--- src/rtl/seg_port_pkg.sv ---
`default_nettype none
// ---------------------------------------------------------------------------
// seg_port_pkg : FSM state type, segment constants and pow10 helper for seg_port_bank
// Rev 1.0
// ---------------------------------------------------------------------------
package seg_port_pkg;

  typedef enum logic [1:0] {
    IDLE   = 2'd0,
    LOAD   = 2'd1,
    SHIFT  = 2'd2,
    COMMIT = 2'd3
  } state_t;

  localparam logic [6:0] SEG_BLANK = 7'h7F;
  localparam logic [6:0] SEG_DASH  = 7'h3F;

  // Active-low gfedcba patterns; digit n lives at [n*7 +: 7].
  localparam logic [69:0] SEG_TABLE = {
    7'h10, 7'h00, 7'h78, 7'h02, 7'h12,
    7'h19, 7'h30, 7'h24, 7'h79, 7'h40
  };

  function automatic logic [127:0] pow10(input int n);
    logic [127:0] r;
    r = 128'd1;
    for (int i = 0; i < n; i++) begin
      r = r * 128'd10;
    end
    return r;
  endfunction

endpackage
`default_nettype wire

--- src/rtl/bcd_to_seg7.sv ---
`default_nettype none
// ---------------------------------------------------------------------------
// bcd_to_seg7 : one BCD digit to active-low 7-segment pattern with blank/dash override
// Rev 1.0
// ---------------------------------------------------------------------------
module bcd_to_seg7
  import seg_port_pkg::*;
(
  input  logic [3:0] digit,
  input  logic       blank,
  input  logic       dash,
  output logic [6:0] seg
);

  // Dash wins over blank; out-of-range nibbles fall back to blank.
  always_comb begin
    seg = SEG_BLANK;
    if (dash) begin
      seg = SEG_DASH;
    end else if (!blank && (digit <= 4'd9)) begin
      seg = SEG_TABLE[7*digit +: 7];
    end
  end

endmodule
`default_nettype wire

--- src/rtl/seg_port_bank.sv ---
`default_nettype none
// ---------------------------------------------------------------------------
// seg_port_bank : round-robin double-dabble of NPORTS ports onto 7-seg digits (opt. SEG_PORT_OVF_DASH_EN)
// Rev 1.0
// ---------------------------------------------------------------------------
module seg_port_bank
  import seg_port_pkg::*;
#(
  parameter int NPORTS        = 3,
  parameter int WIDTH         = 32,
  parameter int DIGITS        = 2,
  parameter int BLANK_LEADING = 1
) (
  input  logic                       clk,
  input  logic                       reset,
  input  logic [NPORTS*WIDTH-1:0]    port_in,
  input  logic                       freeze,
  output logic [NPORTS*DIGITS*7-1:0] hex_out,
  output logic [NPORTS-1:0]          ovf,
  output logic                       busy,
  output logic                       frame_done
);

  localparam int IDX_W = (NPORTS > 1) ? $clog2(NPORTS) : 1;
  localparam int CNT_W = $clog2(WIDTH) + 1;
  localparam int BCD_W = 4 * DIGITS;

  // When 10^DIGITS does not fit in WIDTH bits, no port value can overflow.
  localparam logic [127:0]     POW_FULL   = pow10(DIGITS);
  localparam bit               LIMIT_FITS = (WIDTH >= 128) || (POW_FULL < (128'd1 << WIDTH));
  localparam logic [WIDTH-1:0] OVF_LIMIT  = WIDTH'(POW_FULL);

  state_t              state;
  logic [IDX_W-1:0]    idx;
  logic [WIDTH-1:0]    bin;
  logic [BCD_W-1:0]    bcd;
  logic [CNT_W-1:0]    cnt;
  logic                ovf_pending;

  logic [WIDTH-1:0]    load_val;
  logic                load_ovf;
  logic [BCD_W-1:0]    adj;
  logic [DIGITS-1:0]   blank_vec;
  logic                dash_flag;
  logic [DIGITS*7-1:0] seg_word;

  assign load_val = port_in[idx*WIDTH +: WIDTH];
  assign load_ovf = LIMIT_FITS && (load_val >= OVF_LIMIT);

`ifdef SEG_PORT_OVF_DASH_EN
  assign dash_flag = ovf_pending;
`else
  assign dash_flag = 1'b0;
`endif

  always_comb begin
    adj = bcd;
    for (int d = 0; d < DIGITS; d++) begin
      if (bcd[d*4 +: 4] >= 4'd5) begin
        adj[d*4 +: 4] = bcd[d*4 +: 4] + 4'd3;
      end
    end
  end

  // A digit blanks only if it and every more significant displayed digit are zero.
  always_comb begin : b_blank
    logic upper_zero;
    upper_zero = 1'b1;
    blank_vec  = '0;
    for (int d = DIGITS - 1; d >= 0; d--) begin
      upper_zero   = upper_zero && (bcd[d*4 +: 4] == 4'd0);
      blank_vec[d] = (BLANK_LEADING != 0) && (d != 0) && upper_zero;
    end
  end

  for (genvar d = 0; d < DIGITS; d++) begin : g_digit
    bcd_to_seg7 u_seg (
      .digit (bcd[d*4 +: 4]),
      .blank (blank_vec[d]),
      .dash  (dash_flag),
      .seg   (seg_word[d*7 +: 7])
    );
  end

  always_ff @(posedge clk or negedge reset) begin
    if (!reset) begin
      state       <= IDLE;
      idx         <= '0;
      bin         <= '0;
      bcd         <= '0;
      cnt         <= '0;
      ovf_pending <= 1'b0;
      hex_out     <= '1;
      ovf         <= '0;
      busy        <= 1'b0;
      frame_done  <= 1'b0;
    end else begin
      frame_done <= 1'b0;
      case (state)
        IDLE: begin
          if (!freeze) begin
            state <= LOAD;
            busy  <= 1'b1;
          end
        end
        LOAD: begin
          bin         <= load_val;
          bcd         <= '0;
          cnt         <= '0;
          ovf_pending <= load_ovf;
          state       <= SHIFT;
        end
        SHIFT: begin
          // Carry out of the top nibble is dropped, leaving value mod 10^DIGITS.
          {bcd, bin} <= {adj, bin} << 1;
          cnt        <= cnt + CNT_W'(1);
          if (cnt == CNT_W'(WIDTH - 1)) begin
            state <= COMMIT;
          end
        end
        COMMIT: begin
          hex_out[idx*DIGITS*7 +: DIGITS*7] <= seg_word;
          ovf[idx]                          <= ovf_pending;
          if (idx == IDX_W'(NPORTS - 1)) begin
            idx        <= '0;
            frame_done <= 1'b1;
            state      <= IDLE;
            busy       <= 1'b0;
          end else begin
            idx <= idx + IDX_W'(1);
            if (freeze) begin
              state <= IDLE;
              busy  <= 1'b0;
            end else begin
              state <= LOAD;
            end
          end
        end
        default: begin
          state <= IDLE;
          busy  <= 1'b0;
        end
      endcase
    end
  end

endmodule
`default_nettype wire

--- config.mk ---
export PLATFORM = sky130hd
export DESIGN_NAME = seg_port_bank
export DESIGN_NICKNAME = d
export VERILOG_FILES = /design/src/rtl/seg_port_pkg.sv /design/src/rtl/bcd_to_seg7.sv /design/src/rtl/seg_port_bank.sv
export SDC_FILE = /design/constraint.sdc
export NUM_CORES = 1
export LEC_CHECK = 0
export CAP_MARGIN = 20
export CORE_AREA = 2 2 125 127
export DETAILED_ROUTE_END_ITERATION = 7
export DIE_AREA = 0 0 127 129
export HOLD_SLACK_MARGIN = 0.15
export PLACE_DENSITY_LB_ADDON = 0.3
export SLEW_MARGIN = 5
export SYNTH_ARGS = -nofsm -noshare
export SYNTH_HDL_FRONTEND = slang
export SYNTH_SLANG_ARGS = --single-unit
export TNS_END_PERCENT = 30
--- constraint.sdc ---
create_clock -name clk -period 6.45 [get_ports clk]
set_input_delay 0.645 -clock clk [delete_from_list [all_inputs] [get_ports clk]]
set_output_delay 0.645 -clock clk [all_outputs]
set_load 0.05 [all_outputs]
==> impl_metrics.yaml, run 1 <==
timing:
  layout_setup_ws_ns: 3.460
  period_share_pct: 46.35
  fin_tns_setup_ns: 0
  setup_viol: 0
  slew-limit-headroom_pct: 26.83
  rsz0062_at_grt: "no"
  hold_violations: 0
  fin_crit_ns: 2.990
  fmax_mhz: 334.5
  skew_ns: 0.007339
  worst_slew_pin_slew_ns: 1.094
  final-max-slew-violation-count: 0
finish:
  final_cells: 921
  layout-drive-gt1-share_pct: 19.51
  layout.nets: 848
  area_growth_pct: 31.48
  diodes: 0
route:
  drcViolationCount: 0
  postRouteWirelength_mm: 15.28
  num_vias: 5009
  ant_nets: 0
  first_iter_violations: 215
  vias_per_cell: 5.439
  dr.pass1.iters: 5
  wl_per_cell_um: 16.59
yosys:
  synth_ff_type: "dfrtp_1"
  synth_top_family_by_area: "compound AO/OA/AOI/OAI gates"
  synthMuxAreaShare_pct: 16.20
  synthAdderAreaFrac_pct: 4.429
  yosysSeqAreaShare_pct: 42.22
  synth-seq-cells: 98
  yosys_warnings: 0
  ys_async_sr_fraction_pct: 100.0
  synth-xor-area-share_pct: 0.5905
  yosys.area_share.simple_pct: 12.00
  yosysTopAreaCell: "dfrtp_1"
  synthTopCellsByArea: "dfrtp_1 (24%), dfstp_2 (19%), mux2_2 (12%)"
  synth_nets: 731
  synthCells: 611
  synth_cell_types: 64
  synth.most_common_cell: "nand2_1"
  ys_top_cells_by_count: "nand2_1 (84), o21ai_0 (69), mux2_2 (64), dfrtp_1 (56), dfstp_2 (42)"
  syn_area_um2: 5933
  syn-mean-instance-area_um2: 9.711
  synth_top_area_share_pct: 23.62
  synth_edf_count: 0
  synth_compound_area_share_pct: 19.87
clock_tree:
  cts_resized: 0
  clk_latency_ns: 0.35
  cts_buffers: 9
  clk_path_buf_depth: 2
  path_clk_slew_ns: 0.07
  ctsHoldBuffers: 0
  htreeDepth: 3
  clock-sinks: 98
  cts-root-buf: "clkbuf_16"
  postCtsSetupRepairBufs: 0
  cts_tree: "done"
critical_path:
  crit_fanout: 36
  cp-end-kind: "register"
  path_class: "register to register"
  cp-start-kind: "register"
  crit_required_ns: 6.71
  r2r-start: "idx[1]"
  r2r-end: "hex_out[29]"
  r2r_slack_ns: 3.46
  reg2reg_depth: 7
  worst_ep_arrival_time_ns: 3.25
place:
  portBuffers: 145
  gp_congestion: 0.8740
  dp_hpwl_mm: 11.60
  dp_slack_ns: 3.427
  dp.cells: 905
floorplanning:
  core_um2: 14980
  dieArea_um2: 16380
  placementRows: 45
  die_h_um: 129
  start_util_pct: 39.62
  io_pins: 146
  die_width_um: 127
pwr:
  totalPowerFinal_w: 0.003817
  p_leak_nw: 3.052
  power.density_nw_per_um2: 489.3
  ir_drop_mv: 0.2835
job:
  maxCapViolations: 0
grt:
  grt_antenna_before_repair: 0
  grt_max_degree: 61
  globalRoute.totalOverflow: 0
  grt_pass1_vias: 5029
  grt_pass1_wl_mm: 24.65
  grt_usage_pct: 18.85
worst_hold_path:
  hold_class: "primary input to async pin"
outcome:
  status: "finished, final reports clean"
## cells in the final DEF (no fill, tap or decap), types with 3 or more instances in the layout
| cell type | count |
|---|---|
| ha_1 | 19 |
| mux4_2 | 4 |
| nand4_1 | 7 |
| a22o_1 | 6 |
| buf_4 | 5 |
| nor2b_1 | 6 |
| nand2_1 | 84 |
| dfrtp_1 | 56 |
| dfstp_2 | 42 |
| mux2_2 | 64 |
| a22oi_1 | 26 |
| o21ai_0 | 69 |
| o31ai_1 | 9 |
| mux2i_1 | 15 |
| clkbuf_16 | 11 |
| nor3_1 | 7 |
| or2_1 | 3 |
| nand3_1 | 7 |
| a32o_1 | 5 |
| inv_1 | 23 |
| or3b_1 | 3 |
| o22ai_1 | 11 |
| o211ai_1 | 4 |
| clkdlybuf4s50_1 | 144 |
| xnor2_1 | 3 |
| o21ai_1 | 8 |
| o311ai_0 | 3 |
| nor2_1 | 17 |
| a21oi_1 | 18 |
## cell families (layout without fill, tap and decap cells)
logic type	Yosys count	after routing
flip-flops	98	98
multiplexers	83	83
adder cells (fa/ha/maj)	21	21
AND/OR/NAND/NOR	153	153
XOR/XNOR	4	4
buffers and inverters	68	190
AO/OA/AOI/OAI	184	184
## per-layer routing
metal | global-route usage [%] | wire [um] | vias to the layer above
met2 | 31.94 | 7461 | 138
li1 | - | - | 2443
met3 | 4.449 | 737 | 21
met4 | 6.335 | 282 | 0
met5 | 0 | 0 | -
met1 | 23.88 | 6799 | 2407
## stage by stage
stage / hold WS [ns] / instance area (um^2) / util (%)
after global placement: 0.4463 / 7466 / 49.85
after floorplan: 0.3494 / 5933 / -
after CTS: 0.3026 / 7801 / 52.09
final: 0.2980 / 7801 / 52.09
after detailed placement: 0.4602 / 7493 / 50.03
after global routing: 0.3168 / 7801 / 52.09
## worst max-delay path by stage
stage,start,endpoint,depth (start not counted)
final,idx[1],hex_out[29],7
after global routing,idx[1],hex_out[38],7
after CTS,idx[1],hex_out[40],7
after detailed placement,idx[1],hex_out[29],7
after global placement,idx[1],hex_out[29],7
after floorplan,idx[0],hex_out[31],11
## where the power goes
part | internal, W | switching (W)
clock network | 0.000310 | 0.000237
logic | 0.000913 | 0.00130
registers | 0.000917 | 0.000136
## critical path, cell delays in order, from the launching register on
cell and delay, ns:
dfrtp_1 0.34, buf_4 0.43, inv_1 0.19, ha_1 0.73, inv_1 0.37, nor2_1 0.21, nand3_1 0.31, o31ai_1 0.31
## layout make-up
type,count,area [um^2]
Clock buffer,12,279.0
Clock inverter,4,28.78
Fill cell,1356,7176
Inverter,24,90.09
Multi-Input combinational cell,445,3157
Sequential cell,98,2505
Tap cell,188,235.2
Timing Repair Buffer,150,1506
## registers in the layout, indices dropped and copies added, names as in the netlist
| signal | cells |
|---|---|
| state | 2 |
| bin | 32 |
| ovf_pending | 1 |
| ovf | 3 |
| frame_done | 1 |
| hex_out | 42 |
| cnt | 6 |
| idx | 2 |
| busy | 1 |
| bcd | 8 |
No activity file was read; power rests on OpenSTA's default activity.
==> run 2, diff against run 1 <==
==> constraint.sdc (replaced) <==
create_clock -name clk -period 2.82 [get_ports clk]
set_input_delay 0.282 -clock clk [delete_from_list [all_inputs] [get_ports clk]]
set_output_delay 0.282 -clock clk [all_outputs]
set_load 0.05 [all_outputs]
==> run 2 against run 1 <==
Non-clock buffer count is 15 higher. Die area unchanged. Worst hold slack improved by 0.13 ns. Cell count grew 1.5%. Count of clock-buffer cells in the layout is 2 higher. Utilization up 0.66 points. Critical path depth unchanged. Sequential share of layout area shrank 0.40 points. Register-to-register slack worse by 3.0 ns. Clock skew is 0.0023 ns higher. Clock power is 120% higher. Cell area grew 1.3%. Critical path type unchanged. Largest power group unchanged.
==> impl_metrics.yaml, run 2 (synthesized netlist as in run 1, its figures left out) <==
outcome:
  status: "finished, final reports clean"
clock_tree:
  cts_resized: 0
  clk_latency_ns: 0.35
  htreeDepth: 3
  cts_buffers: 9
  clk_path_buf_depth: 2
  path_clk_slew_ns: 0.07
  clock-sinks: 98
  cts_tree: "done"
  ctsHoldBuffers: 1
  postCtsSetupRepairBufs: 0
  cts-root-buf: "clkbuf_16"
timing:
  period_share_pct: 83.62
  skew_ns: 0.009682
  hold_violations: 0
  worst_slew_pin_slew_ns: 0.5777
  final-max-slew-violation-count: 0
  fmax_mhz: 424.1
  fin_crit_ns: 2.358
  fin_tns_setup_ns: 0
  slew-limit-headroom_pct: 61.00
  rsz0062_at_grt: "no"
  layout_setup_ws_ns: 0.4620
  setup_viol: 0
critical_path:
  worst_ep_arrival_time_ns: 2.62
  crit_chain: "inv_1 > ha_1 > inv_1 > nand2_1 > nor3_1 > nand2_1 > o221ai_1"
  cp-start-kind: "register"
  critPathSlowestCell: "dfrtp_1"
  path_class: "register to register"
  cp.buffers_inverters: 2
  crit_fanout: 13
  crit_family: "simple AND/OR/NAND/NOR gates"
  max_stage_delay_ns: 0.58
  cp-end-kind: "register"
  crit_required_ns: 3.09
route:
  ant_nets: 0
  vias_per_cell: 5.499
  first_iter_violations: 281
  num_vias: 5142
  drcViolationCount: 0
  postRouteWirelength_mm: 15.57
  wl_per_cell_um: 16.65
  dr.pass1.iters: 4
finish:
  layout-drive-gt1-share_pct: 20.75
  final_cells: 935
  layout.nets: 863
  finalInstanceArea_um2: 7900
  diodes: 0
  area_growth_pct: 33.15
  final_cell_mix: "clkdlybuf4s50_1 (144), nand2_1 (84), o21ai_0 (69), mux2_2 (64), dfrtp_1 (56)"
  largest_register_ffs: 42
  largest_register: "hex_out"
  final_common_cell: "clkdlybuf4s50_1"
  top_regs: "hex_out: 42 flops, bin: 32 flops, bcd: 8 flops"
place:
  dp.cells: 918
  placed_cell_area_um2: 7584
  portBuffers: 145
  gp_congestion: 0.8651
  dp_hpwl_mm: 12.05
  dp_slack_ns: 0.4159
grt:
  grt_antenna_before_repair: 0
  grt_pass1_wl_mm: 25.89
  grt_usage_pct: 19.58
  globalRoute.totalOverflow: 0
  grt_pass1_vias: 5270
  grt_max_degree: 51
pwr:
  power.density_nw_per_um2: 1112
  totalPowerFinal_w: 0.008782
  ir_drop_mv: 0.5249
  p_leak_nw: 3.115
floorplanning:
  core_um2: 14980
  placementRows: 45
  die_width_um: 127
  die_h_um: 129
  dieArea_um2: 16380
  start_util_pct: 39.62
  io_pins: 146
job:
  maxCapViolations: 0
worst_hold_path:
  hold_class: "primary input to async pin"
==> run 2: changes by cell type in the layout (fill, tap and decap cells not counted) <==
| cell | delta |
|---|---|
| clkbuf_16 | -1 |
| clkinv_4 | -1 |
| clkbuf_8 | +2 |
| dlygate4sd3_1 | +1 |
| clkinv_2 | -1 |
| clkbuf_1 | +1 |
| buf_4 | +13 |
| inv_6 | -1 |
| buf_8 | +1 |
| buf_12 | +1 |
| buf_16 | -1 |
==> run 2: metal layers <==
layer	share of wire, %	vias up	routed length, um	global-route usage (%)
li1	-	2488	-	-
met1	45	2490	6938	24.89
met2	49	146	7689	33.97
met3	4.4	18	688	3.202
met4	1.6	0	254	6.917
met5	0	-	0	0
==> run 2: worst paths after layout <==
path | cells after the start | end | slack, ns | start
min in group clk | 2 | hex_out[20] | 0.46 | hex_out[20]
worst max register to register | 7 | hex_out[7] | 0.46 | idx[0]
max in group asynchronous | 3 | hex_out[37] | 1.75 | reset
worst min register to register | 2 | hex_out[20] | 0.46 | hex_out[20]
worst min-delay path | 2 | bin[2] | 0.42 | reset
worst max-delay path | 7 | hex_out[7] | 0.46 | idx[0]
==> run 2: cell type report <==
cell class	instances	area (um^2)
Clock inverter	1	6.256
Timing Repair Buffer	165	1622
Sequential cell	98	2505
Multi-Input combinational cell	445	3157
Tap cell	188	235.2
Inverter	24	90.09
Fill cell	1339	7077
Clock buffer	14	285.3
==> run 2: metrics by stage <==
stage	util [%]	hold WS, ns
6_report	52.75	0.4241
5_1_grt	52.75	0.4496
4_1_cts	52.65	0.4249
3_5_place_dp	50.63	0.2524
3_3_place_gp	50.63	0.2451
2_1_floorplan	-	-0.01359
==> run 2: power by group <==
part / total [W] / internal [W] / switching [W]
combinational: 0.00512 / 0.00216 / 0.00296
sequential: 0.00244 / 0.00210 / 0.000338
clock: 0.00122 / 0.000697 / 0.000525
